--- src/rtl/arm_pkg.sv ---
// Shared definitions for the ARM core pipeline control blocks.
package arm_pkg;

  localparam int REG_COUNT       = 16;
  localparam int MEM_LAT_DEFAULT = 4;

  typedef enum logic [1:0] {
    IDLE   = 2'd0,
    ACCESS = 2'd1,
    DONE   = 2'd2
  } mem_state_t;

endpackage

--- src/rtl/mem_wait_fsm.sv ---
// Data-memory wait sequencer: freezes the pipeline for MEM_LAT cycles per
// access and pulses mem_done in the cycle the access data is valid.
//
// state  | meaning
// IDLE   | no access; a new mem_req freezes this cycle and loads the timer
// ACCESS | access in progress, freeze held, timer counts down to 1
// DONE   | data valid, freeze released; mem_req ignored (same instr in MEM)
module mem_wait_fsm
  import arm_pkg::*;
#(
  parameter int MEM_LAT = MEM_LAT_DEFAULT
) (
  input  logic clk,
  input  logic rst,
  input  logic mem_req,
  output logic freeze,
  output logic mem_done
);

  localparam logic [3:0] CNT_LOAD  = 4'(MEM_LAT - 1);
  localparam bit         MULTI_CYC = (MEM_LAT > 1);

  mem_state_t state;
  logic [3:0] cnt;

  // State and down-counter; the IDLE cycle itself is the first freeze cycle,
  // so the timer starts at MEM_LAT-1 and ACCESS exits on terminal count 1.
  always_ff @(posedge clk or negedge rst) begin
    if (!rst) begin
      state <= IDLE;
      cnt   <= 4'd0;
    end else begin
      case (state)
        IDLE: begin
          if (mem_req) begin
            cnt   <= CNT_LOAD;
            state <= MULTI_CYC ? ACCESS : DONE;
          end
        end
        ACCESS: begin
          if (cnt == 4'd1) state <= DONE;
          else             cnt   <= cnt - 4'd1;
        end
        DONE:    state <= IDLE;
        default: state <= IDLE;
      endcase
    end
  end

  // Freeze starts combinationally in IDLE so the requesting instruction is
  // held in MEM from its first cycle; forced low while reset is asserted.
  always_comb begin
    freeze   = rst & (((state == IDLE) & mem_req) | (state == ACCESS));
    mem_done = (state == DONE);
  end

endmodule

--- src/rtl/hazard_scheduler.sv ---
// Pipeline scheduler: per-register write scoreboard with RAW stall, branch
// flush of IF/ID, and the data-memory freeze sequencer.
module hazard_scheduler
  import arm_pkg::*;
#(
  parameter int MEM_LAT = MEM_LAT_DEFAULT
) (
  input  logic        clk,
  input  logic        rst,
  input  logic [3:0]  id_src_1,
  input  logic [3:0]  id_src_2,
  input  logic        id_two_src,
  input  logic [3:0]  id_dest,
  input  logic        id_wb_en,
  input  logic        wb_wb_en,
  input  logic [3:0]  wb_dest,
  input  logic        mem_req,
  input  logic        exe_branch_taken,
  output logic        hazard,
  output logic        freeze,
  output logic        flush,
  output logic        mem_done,
  output logic [15:0] pending_mask
);

  logic [1:0] pend [REG_COUNT];
  logic       issue;
  logic       retire;

  mem_wait_fsm #(.MEM_LAT(MEM_LAT)) u_mem_wait (
    .clk      (clk),
    .rst      (rst),
    .mem_req  (mem_req),
    .freeze   (freeze),
    .mem_done (mem_done)
  );

  // RAW check against current counts; a same-cycle retire is not visible
  // yet, which costs one extra stall cycle but keeps this path short.
  always_comb begin
    hazard = (pend[id_src_1] != 2'd0) |
             (id_two_src & (pend[id_src_2] != 2'd0));
    issue  = id_wb_en & ~hazard & ~freeze & ~exe_branch_taken;
    retire = wb_wb_en & ~freeze;
    flush  = rst & exe_branch_taken & ~freeze;
  end

  for (genvar g = 0; g < REG_COUNT; g++) begin : g_pend
    logic inc;
    logic dec;

    assign inc = issue  & (id_dest == 4'(g));
    assign dec = retire & (wb_dest == 4'(g));

    // Per-register in-flight write count; issue+retire on the same register
    // cancel, and a stray retire on an idle register is dropped.
    always_ff @(posedge clk or negedge rst) begin
      if (!rst) begin
        pend[g] <= 2'd0;
      end else if (inc && !dec) begin
        pend[g] <= pend[g] + 2'd1;
      end else if (dec && !inc && (pend[g] != 2'd0)) begin
        pend[g] <= pend[g] - 2'd1;
      end
    end

    assign pending_mask[g] = (pend[g] != 2'd0);
  end

  retire_on_pending: assert property (
    @(posedge clk) disable iff (!rst) retire |-> (pend[wb_dest] != 2'd0)
  );

endmodule

--- config.mk ---
export PLATFORM = sky130hd
export DESIGN_NAME = hazard_scheduler
export DESIGN_NICKNAME = d
export VERILOG_FILES = /design/src/rtl/arm_pkg.sv /design/src/rtl/mem_wait_fsm.sv /design/src/rtl/hazard_scheduler.sv
export SDC_FILE = /design/constraint.sdc
export NUM_CORES = 1
export LEC_CHECK = 0
export ABC_CLOCK_PERIOD_IN_PS = 8890
export CAP_MARGIN = 0
export CORE_AREA = 2 2 92 94
export CTS_CLUSTER_SIZE = 30
export DETAILED_ROUTE_END_ITERATION = 10
export DIE_AREA = 0 0 94 96
export MAX_ROUTING_LAYER = met4
export PLACE_DENSITY_LB_ADDON = 0.08
export SLEW_MARGIN = 30
export SYNTH_ARGS = -nofsm -noshare
export SYNTH_HDL_FRONTEND = slang
export SYNTH_SLANG_ARGS = --single-unit
--- constraint.sdc ---
create_clock -name clk -period 8.89 [get_ports clk]
set_input_delay 1.3335 -clock clk [delete_from_list [all_inputs] [get_ports clk]]
set_output_delay 1.3335 -clock clk [all_outputs]
set_load 0.1 [all_outputs]
==> results of run 1 <==
worst max-delay path: cells and delay by family:
family                 cells  cell delay (ns)
buffers and inverters      2             1.55
muxes                      2             1.00
and+or+nand+nor            2             0.62
layout make-up:
type                            count  area, µm²  share of cell area
Multi-Input combinational cell    293       2040               0.553
Sequential cell                    38        951               0.258
Timing Repair Buffer               45        438               0.119
Tap cell                          105        131              0.0357
Clock buffer                        7       86.3              0.0234
Inverter                            9       33.8             0.00917
Clock inverter                      1       5.00             0.00136
power by group through the flow:
| stage | sequential [mW] | combinational [mW] | clock, mW |
|---|---|---|---|
| after floorplan | 0.246 | 0.412 | 0 |
| after global placement | 0.256 | 0.522 | 0 |
| after detailed placement | 0.256 | 0.526 | 0 |
| after CTS | 0.253 | 0.527 | 0.134 |
| after global routing | 0.262 | 0.558 | 0.142 |
| final | 0.254 | 0.524 | 0.126 |
kinds of logic after synthesis:
kind of cell | after synthesis | synth area share
xor gates and xnor gates | 13 | 0.0368
DFF | 38 | 0.307
AOI/OAI and AO/OA | 76 | 0.172
muxes | 12 | 0.0670
buffers and inverters | 23 | 0.0355
and+or+nand+nor | 190 | 0.374
adders and majority gates | 2 | 0.00808
Yosys cell counts, types with 9 or more instances:
cell type and n:
nor3b_1 9, nor2_1 33, a21oi_1 24, inv_1 9
xnor2_1 10, or2_2 13, dfrtp_1 38, nor3_1 18
or2_1 10, nand3_1 17, nand2_1 25, and3_1 13
path summary, 6_finish.rpt:
path	to	slack [ns]
worst max-delay path	hazard	3.03
worst min-delay path	pend[4]	0.51
worst max register to register	pend[0]	5.63
worst min register to register	pend[4]	0.51
max in group asynchronous	pend[20]	7.35
min in group asynchronous	pend[1]	1.13
metal layers:
layer	vias to the layer above	part of all wire	GRT usage
met4	0	0.0096	0.0374
met2	66	0.45	0.318
met1	1372	0.50	0.284
met5	-	0	-
met3	8	0.044	0.0360
li1	1426	-	-
flip-flops by register name, indices dropped and copies added (netlist names):
signal,flops
pend,32
u_mem_wait.cnt,4
u_mem_wait.state,2
==> summary.txt, run 1 <==
Run status
  • Run status: finished, final reports clean

Detailed routing
  • Iteration count of the initial detailed-routing pass: 4
  • Via count of the routed design: 2872
  • DRC viols: 0
  • Final WL: 8.45 mm
  • DRT iter0 DRCs: 131
  • DR WL/cell: 17.0 µm
  • Vias per cell: 5.77
  • ANT nets after route: 0

Power and ir drop
  • Power Internal: 0.422 mW
  • VDD IR max: 130 µV
  • Share of power burned in the clock network: 0.139
  • Logic pwr share: 0.580
  • Switch Pwr: 0.481 mW
  • Lkg Pwr: 1.39 nW
  • Switching Fraction: 0.533
  • Post-layout power: 0.903 mW
  • Sequential power share: 0.281
  • Power per cell area: 245 nW/µm²

Synthesis
  • Register area share after synthesis: 0.307
  • Yosys top cell by area: dfrtp_1
  • YS warnings: 0
  • Synth top area share: 0.307
  • Cell Area, Synth: 3100 µm²
  • Post-synth ARST share: 1.00
  • Ys flop type: dfrtp_1
  • Largest cells by area after synthesis: dfrtp_1, mux4_2, nor2_1
  • Number of enable flip-flop cells after synthesis: 0
  • Synth Area per Inst: 8.75 µm²
  • Post-synthesis net count: 379
  • #FFs+latches synth: 38
  • Post-synth cell types: 54
  • Post-Synthesis Cells: 354

Worst hold path
  • Hold Crit Start: pend[4]
  • Hold Path Depth: 1
  • Min-delay worst type: register to register

STA
  • Worst Hold Slack: 0.511 ns
  • Clock skew: 0.00643 ns
  • Fin crit share: 0.659
  • Setup violators final: 0
  • Worst-margin pin slew: 0.986 ns
  • Minimum clock period: 5.86 ns
  • Final Hold Viols: 0
  • RSZ-0062 raised after global routing: no
  • TNS Setup: 0 ns
  • Slew headroom: 0.341
  • Max Slew Vio Count: 0
  • Final WS setup: 3.03 ns
  • Max Freq: 171 MHz

GRT
  • Vias in the first global route: 2714
  • Largest net degree at the start of global routing: 49
  • GRT Total Usage: 0.204
  • Total gr overflow: 0
  • Initial antenna violation count: 0
  • First-pass GRT wire length: 14.0 mm

Place
  • Pre-CTS setup slack: 3.02 ns
  • Dpl cell area: 3590 µm²
  • DP HPWL: 6.30 mm
  • Port Buffers: 42
  • Placed Cells: 490
  • Gp weighted congestion: 0.864

Clock tree
  • Clk_lat worst skew: 0.29 ns
  • TritonCTS buffer count: 5
  • # hold bufs at CTS: 0
  • CTS root buf: clkbuf_8
  • CTS sink cnt: 38
  • H-tree levels: 2
  • Post-cts sizing count: 0
  • CTS Buffer Depth: 2
  • Post-CTS Setup Bufs: 0
  • CTS tree: done
  • Clk slew on worst S/H paths: 0.07 ns

Floorplan
  • Die Span X: 94 µm
  • Initial cell density of the core: 0.385
  • IO Count: 43
  • Die area: 9020 µm²
  • Die Y: 96 µm
  • Core area: 8050 µm²
  • FP Rows: 33

Setup path
  • Crit path max-delay cell type: clkdlybuf4s50_1
  • Critical Path Start: id_src_2[3]
  • Worst Path Arrival: 4.53 ns
  • CP required: 7.56 ns
  • WS Path Type: primary input to output port
  • CP Cell Sequence: clkdlybuf4s50_1 -> mux4_2 -> mux4_2 -> and2_4 -> or2_1 -> clkdlybuf4s50_1
  • Worst Reg-to-Reg Cells: 8
  • Worst reg2reg startpoint: pend[22]
  • Max Fanout on Critical Path: 38
  • Crit end category: output port
  • CP startpoint kind: primary input
  • Largest stage delay on the critical path: 0.97 ns

Final layout
  • Fin nets: 417
  • Layout cell share with drive strength beyond 1: 0.132
  • Fill count: 797
  • ANT cells: 0
  • Final Util: 0.457
  • Area growth syn-to-layout: 18.9%
  • Commonest cells after routing, fill and taps aside: clkdlybuf4s50_1, dfrtp_1, nor2_1, nand2_1, a21oi_1
  • Most common cell after layout, fill and taps aside: clkdlybuf4s50_1
  • Fin cells: 498
  • Post-route cell area: 3680 µm²

Job
  • Max cap viols: 0
Note: power is estimated with default switching activity, not from simulation.
==> inputs of run 2 (changes only) <==
--- a/config.mk
+++ b/config.mk
@@ -5,7 +5,7 @@
 export SDC_FILE = /design/constraint.sdc
 export NUM_CORES = 1
 export LEC_CHECK = 0
-export ABC_CLOCK_PERIOD_IN_PS = 8890
+export ABC_CLOCK_PERIOD_IN_PS = 4800
 export CAP_MARGIN = 0
 export CORE_AREA = 2 2 92 94
 export CTS_CLUSTER_SIZE = 30
==> constraint.sdc (replaced) <==
create_clock -name clk -period 4.8 [get_ports clk]
set_input_delay 0.72 -clock clk [delete_from_list [all_inputs] [get_ports clk]]
set_output_delay 0.72 -clock clk [all_outputs]
set_load 0.1 [all_outputs]
==> run 2 against run 1 <==
Compared with the run above: global-route usage rose by 0.79 points; non-clock buffer count is 2 higher; final area grew 0.17%; largest cell class unchanged; sequential share of layout area hardly changed; critical endpoint unchanged; clock skew up 0.0025 ns.
==> summary.txt, run 2 (synthesis results as in run 1) <==
Final layout
  • Top flop regs: pend: 32 flops, u_mem_wait.cnt: 4 flops, u_mem_wait.state: 2 flops
  • Layout cell share with drive strength beyond 1: 0.137
  • Post-route cell area: 3690 µm²
  • ANT cells: 0
  • Area growth syn-to-layout: 19.1%
  • Commonest cells after routing, fill and taps aside: clkdlybuf4s50_1, dfrtp_1, nor2_1, nand2_1, a21oi_1
  • Largest register by flop count: pend
  • Max FFs per register: 32
  • Fill count: 831
  • Most common cell after layout, fill and taps aside: clkdlybuf4s50_1
  • Fin nets: 419

GRT
  • Initial antenna violation count: 0
  • M2 GR Usage: 0.332
  • Total gr overflow: 0
  • Vias in the first global route: 2729
  • First-pass GRT wire length: 14.4 mm
  • Met3 Usage GRT: 0.0274
  • Largest net degree at the start of global routing: 39
  • GR Layer Usage met1: 0.294
  • Grt peak-use layer: met2
  • GRT Total Usage: 0.212

Clock tree
  • CTS root buf: clkbuf_8
  • Post-cts sizing count: 0
  • TritonCTS buffer count: 5
  • CTS Buffer Depth: 2
  • Post-CTS Setup Bufs: 0
  • # hold bufs at CTS: 0
  • Clk slew on worst S/H paths: 0.08 ns
  • H-tree levels: 2
  • CTS sink cnt: 38
  • Clk_lat worst skew: 0.30 ns
  • CTS tree: done

STA
  • Final Hold Viols: 0
  • TNS Setup: 0 ns
  • Slew headroom: 0.335
  • Fin crit share: 0.805
  • Minimum clock period: 3.87 ns
  • Worst Hold Slack: 0.290 ns
  • RSZ-0062 raised after global routing: no
  • Worst-margin pin slew: 0.994 ns
  • Max Slew Vio Count: 0
  • Max Freq: 259 MHz
  • Clock skew: 0.00890 ns
  • Setup violators final: 0

Detailed routing
  • Vias per cell: 5.81
  • Iteration count of the initial detailed-routing pass: 5
  • DRC viols: 0
  • DR WL/cell: 17.3 µm
  • ANT nets after route: 0
  • Via count of the routed design: 2901
  • Final WL: 8.65 mm
  • DRT iter0 DRCs: 220

Setup path
  • Cell mode on critical path: mux4_2
  • Crit end category: output port
  • Largest stage delay on the critical path: 0.59 ns
  • Reg2reg end: pend[0]
  • Worst Path Arrival: 3.15 ns
  • Worst reg2reg startpoint: pend[14]
  • CP required: 4.08 ns
  • CP Cell Sequence: clkdlybuf4s50_1 -> mux4_2 -> mux4_2 -> and2_4 -> or2_1 -> buf_12
  • WS Path Type: primary input to output port
  • R2R setup slack: 1.60 ns
  • CP startpoint kind: primary input
  • Worst Reg-to-Reg Cells: 7
  • CP delay by family, top: multiplexers
  • Max Fanout on Critical Path: 38
  • Worst Path Buf+Inv: 2
  • Crit path max-delay cell type: clkdlybuf4s50_1

Power and ir drop
  • Power per cell area: 452 nW/µm²
  • VDD IR max: 214 µV
  • Lkg Pwr: 1.40 nW

Place
  • Port Buffers: 42
  • DP HPWL: 6.57 mm
  • Gp weighted congestion: 0.839
  • Dpl cell area: 3610 µm²

Floorplan
  • Initial cell density of the core: 0.385
  • Core area: 8050 µm²
  • IO Count: 43
  • Die Y: 96 µm
  • Die area: 9020 µm²
  • FP Rows: 33
  • Die Span X: 94 µm

Worst hold path
  • Min-delay worst type: primary input to async pin

Job
  • Max cap viols: 0

Run status
  • Run status: finished, final reports clean
-- run 2: how the worst max path moves through the flow --
| stage | start | slack, ns | to | cells after the start |
|---|---|---|---|---|
| 2_1_floorplan | pend[28] | 0.90 | hazard | 7 |
| 3_3_place_gp | id_src_2[3] | 0.97 | hazard | 6 |
| 3_5_place_dp | id_src_2[3] | 0.94 | hazard | 6 |
| 4_1_cts | id_src_2[3] | 0.94 | hazard | 6 |
| 5_1_grt | id_src_2[2] | 0.83 | hazard | 6 |
| 6_report | id_src_2[3] | 0.93 | hazard | 6 |
-- run 2: stage by stage --
stage	instances	utilization	worst slack [ns]	total power, mW
after floorplan	354	-	0.898	1.22
after global placement	492	0.449	0.966	1.45
after detailed placement	492	0.449	0.944	1.46
after CTS	499	0.458	0.935	1.68
after global routing	499	0.458	0.826	1.78
final	499	0.458	0.934	1.67
-- run 2: layout make-up --
cell class,instances,area (µm²),area share
clock buffer,7,76.3,0.0207
timing repair buffer,47,460,0.125
tap,105,131,0.0356
multi-input combinational,293,2040,0.552
inverter,9,33.8,0.00916
sequential,38,951,0.258
-- run 2: power breakdown --
group	internal (mW)	switching (mW)
clock network	0.100	0.117
registers	0.389	0.0834
logic	0.286	0.692
total	0.775	0.893
-- run 2: routing by layer --
layer  vias to the layer above  wire [µm]
li1                       1427          -
met1                      1396       4170
met2                        73       4020
met3                         5        407
met4                         0         59
met5                         -          0
